$ cat src/rtl/fir.sv
// ============================================================================
//  Module      : fir
//  Description : 4-tap direct-form FIR filter, signed samples and live
//                coefficients, registered full-precision output.
//  Revision    : 1.0  initial release
// ============================================================================
`default_nettype none

module fir #(
    parameter int DW = 17,
    parameter int OW = 36
) (
    input  logic                 clk,
    input  logic                 reset,
    input  logic signed [DW-1:0] x_in,
    input  logic signed [DW-1:0] c0,
    input  logic signed [DW-1:0] c1,
    input  logic signed [DW-1:0] c2,
    input  logic signed [DW-1:0] c3,
    output logic signed [OW-1:0] y_out
);

    localparam int PW = 2 * DW;

    logic signed [DW-1:0] d1;
    logic signed [DW-1:0] d2;
    logic signed [DW-1:0] d3;

    logic signed [PW-1:0] x0_ext;
    logic signed [PW-1:0] x1_ext;
    logic signed [PW-1:0] x2_ext;
    logic signed [PW-1:0] x3_ext;
    logic signed [PW-1:0] c0_ext;
    logic signed [PW-1:0] c1_ext;
    logic signed [PW-1:0] c2_ext;
    logic signed [PW-1:0] c3_ext;

    logic signed [PW-1:0] p0;
    logic signed [PW-1:0] p1;
    logic signed [PW-1:0] p2;
    logic signed [PW-1:0] p3;

    logic signed [OW-1:0] sum_next;

    // Operands widened to the product width so the multiply is exact.
    always_comb begin
        x0_ext = {{DW{x_in[DW-1]}}, x_in};
        x1_ext = {{DW{d1[DW-1]}},   d1};
        x2_ext = {{DW{d2[DW-1]}},   d2};
        x3_ext = {{DW{d3[DW-1]}},   d3};
        c0_ext = {{DW{c0[DW-1]}},   c0};
        c1_ext = {{DW{c1[DW-1]}},   c1};
        c2_ext = {{DW{c2[DW-1]}},   c2};
        c3_ext = {{DW{c3[DW-1]}},   c3};
    end

    always_comb begin
        p0 = c0_ext * x0_ext;
        p1 = c1_ext * x1_ext;
        p2 = c2_ext * x2_ext;
        p3 = c3_ext * x3_ext;
    end

    always_comb begin
        sum_next = {{(OW-PW){p0[PW-1]}}, p0}
                 + {{(OW-PW){p1[PW-1]}}, p1}
                 + {{(OW-PW){p2[PW-1]}}, p2}
                 + {{(OW-PW){p3[PW-1]}}, p3};
    end

    always_ff @(posedge clk or posedge reset) begin
        if (reset) begin
            d1 <= '0;
            d2 <= '0;
            d3 <= '0;
        end else begin
            d1 <= x_in;
            d2 <= d1;
            d3 <= d2;
        end
    end

    always_ff @(posedge clk or posedge reset) begin
        if (reset) begin
            y_out <= '0;
        end else begin
            y_out <= sum_next;
        end
    end

endmodule

`default_nettype wire

$ cat config.mk
export PLATFORM = sky130hd
export DESIGN_NAME = fir
export DESIGN_NICKNAME = d
export VERILOG_FILES = /design/src/rtl/fir.sv
export SDC_FILE = /design/constraint.sdc
export NUM_CORES = 2
export LEC_CHECK = 0
export CORE_ASPECT_RATIO = 0.8
export CORE_MARGIN = 1.5
export CORE_UTILIZATION = 55
export CTS_CLUSTER_DIAMETER = 80
export CTS_CLUSTER_SIZE = 25
export DETAILED_ROUTE_END_ITERATION = 6
export DONT_BUFFER_PORTS = 1
export PLACE_DENSITY = 0.73
export SKIP_CTS_REPAIR_TIMING = 1
export SLEW_MARGIN = 15
export SYNTH_ARGS = -nofsm -noshare
export SYNTH_HDL_FRONTEND = slang
export SYNTH_SLANG_ARGS = --single-unit
$ cat constraint.sdc
create_clock -name clk -period 11.6 [get_ports clk]
set_input_delay 1.16 -clock clk [delete_from_list [all_inputs] [get_ports clk]]
set_output_delay 1.16 -clock clk [all_outputs]
set_load 0.03 [all_outputs]
==> results.sh <==
export IMPL_status="complete, but fails checks"
export IMPL_violations="setup timing"
export IMPL_slew_headroom_pct=32.5
export IMPL_clock_latency_ns=0.40
export IMPL_grt_overflow_total=0
export IMPL_setup_viol=10
export IMPL_finalSetupTns_ns=-1.38
export IMPL_clk_pin_slew_ns=0.08
export IMPL_dp_cells=6227
export IMPL_place_congestion=0.939
export IMPL_cts_sinks=87
export IMPL_grt_pass1_vias=36300
export IMPL_arrival_ns=12.13
export IMPL_utilization_pct=59.5
export IMPL_finalNonFillerCells=6259
export IMPL_antenna_found_initial=1
export IMPL_drv_slew=0
export IMPL_dpl_cell_area_mm2=0.0511
export IMPL_synth_avg_cell_area_um2=9.71
export IMPL_die_w_um=335
export IMPL_ioPinCount=123
export IMPL_yosys_most_used_dff="dfrtp_1"
export IMPL_core_area_mm2=0.0875
export IMPL_ys_seq_area_share_pct=4.49
export IMPL_fmax_mhz=84.4
export IMPL_max_slew_worst_pin_slew_ns=1.01
export IMPL_vias_per_cell=5.19
export IMPL_netlist_area_mm2=0.0485
export IMPL_synth_common_cells="inv_1, fa_1, nand2_1, and2_1, ha_1"
export IMPL_syn_to_final_growth_pct=7.39
export IMPL_ys_ff_latch=87
export IMPL_vias=32500
export IMPL_die_area_mm2=0.0900
export IMPL_clock_path_buffers=2
export IMPL_grt_util_all_layers_pct=27.5
export IMPL_async_flop_share_pct=100
export IMPL_critical_path_class="in2reg"
export IMPL_yosysTopAreaCell="fa_1"
export IMPL_cp_common_cell="fa_1"
export IMPL_synth_edf_count=0
export IMPL_rsz0062_at_grt="yes"
export IMPL_hold_viol=0
export IMPL_fin_crit_sh_pct=102
export IMPL_fin_ws_ns=-0.250
export IMPL_cts_tree="built"
export IMPL_hpwl_um=101000
export IMPL_die_y_um=269
export IMPL_yosysMostFrequentCell="inv_1"
export IMPL_drc=0
export IMPL_startpoint_type="input pin"
export IMPL_drv_cap=0
export IMPL_stdcell_area_mm2=0.0521
export IMPL_rows=97
export IMPL_cp_data_required_time_ns=11.88
export IMPL_critical_path_max_stage_delay_ns=0.57
export IMPL_synth_fp_nets=6801
export IMPL_routedWlPerCell_um=18.3
export IMPL_initial_utilization_pct=55.4
export IMPL_ys_top_cells_by_area="fa_1, inv_1, ha_1, and2_1, nand2_1"
export IMPL_worst_path_max_delay_cell="or4_4"
export IMPL_ys_warn_count=0
export IMPL_ctsHtreeMaxLevel=3
export IMPL_drive_gt1_share_pct=7.10
export IMPL_synth_cells=4996
export IMPL_holdCritPathClass="in2async"
export IMPL_grt_pass1_wl_um=191000
export IMPL_synth_cell_types=55
export IMPL_port_buffer_count=0
export IMPL_crit_fanout=17
export IMPL_synth_top_cell_area_share_pct=57.3
export IMPL_firstDrtPassIters=7
export IMPL_root_buffer="clkbuf_16"
export IMPL_cp_end_kind="flip-flop"
export IMPL_cts_buffers=9
export IMPL_nNetsFinal=6867
export IMPL_finalWirelength_um=115000
export IMPL_drt_iter0_markers=1854
export IMPL_fin_skew_ns=0.0122
export IMPL_ant_nets=0
export IMPL_grt_max_degree=52
export IMPL_min_period_ns=11.85
[critical path, delay by kind of cell]
family                     cells  cell delay [ns]
adders and majority gates     16             6.86
AOI/OAI and AO/OA              8             2.12
and+or+nand+nor                6             1.23
buffers and inverters          9             0.55
xor gates and xnor gates       1             0.19
[layer usage]
metal	global-route usage, %	share of wire (%)	vias to the layer above
li1	-	-	14100
met1	36.3	40	17100
met2	47.2	51	1045
met3	4.67	6.6	192
met4	7.57	3.2	0
met5	0	0	-
[path summary, 6_finish.rpt]
path	start	to	slack, ns	cells after the start
setup / recovery	c3[5]	y_out[35]$_DFF_PP0_	-0.25	40
hold / removal	reset	y_out[1]$_DFF_PP0_	0.63	1
setup reg to reg	d3[5]$_DFF_PP0_	y_out[35]$_DFF_PP0_	-0.21	41
hold reg to reg	d1[16]$_DFF_PP0_	d2[16]$_DFF_PP0_	0.64	1
max in group asynchronous	reset	d3[6]$_DFF_PP0_	9.78	2
min in group clk	d1[16]$_DFF_PP0_	d2[16]$_DFF_PP0_	0.64	1
[state kept, by name, indices dropped and copies added (netlist names)]
signal	flops
y_out	36
d2	17
d3	17
d1	17
[final cells by class]
cell class	instances	area, um^2
Multi-Input combinational cell	3255	40800
Fill cell	7262	35400
Inverter	1503	5650
Sequential cell	87	2180
Timing Repair Buffer	206	1620
Tap cell	1188	1490
Clock buffer	9	225
Clock inverter	7	90.1
Antenna cell	4	10.0
[kinds of logic (layout without fill, tap and decap cells)]
logic type | after synthesis | after routing | synth area share, %
AO/OA/AOI/OAI | 161 | 161 | 2.36
other | 0 | 4 | 0
multiplexers | 2 | 2 | 0.0438
adder cells (fa/ha/maj) | 1718 | 1718 | 65.8
XOR/XNOR | 82 | 82 | 1.48
AND/OR/NAND/NOR | 1292 | 1292 | 13.1
flip-flops | 87 | 87 | 4.49
buffers and inverters | 1654 | 1725 | 12.8
[cells in the final DEF (no fill, tap or decap), types with 5 or more instances in the layout]
cell / instances
xnor2_1: 59
o21ai_0: 18
o21a_1: 11
and2_1: 492
xnor2_2: 10
a21oi_2: 9
o211ai_1: 9
nand2_1: 616
and2_4: 7
a21o_1: 23
o21bai_1: 8
inv_2: 19
nand3_1: 7
ha_1: 311
fa_2: 8
inv_1: 1481
nor2_2: 6
a21oi_1: 26
nor3_1: 11
dfrtp_2: 5
buf_4: 190
buf_6: 13
a31oi_1: 5
clkbuf_16: 9
nand2b_1: 45
and3_1: 7
ha_4: 16
nor2_1: 66
fa_1: 1380
dfrtp_1: 82
xor2_1: 12
[metrics by stage]
step / hold WS, ns / worst slack (ns)
6_report: 0.634 / -0.250
5_1_grt: 0.642 / -0.515
4_1_cts: 0.632 / -0.434
3_5_place_dp: 0.623 / -0.828
3_3_place_gp: 0.623 / -0.608
2_1_floorplan: 0.352 / -0.157
Power is left out: the tool's default activity adds up to more than one toggle a clock period on the data nets, which glitch-free logic cannot reach.
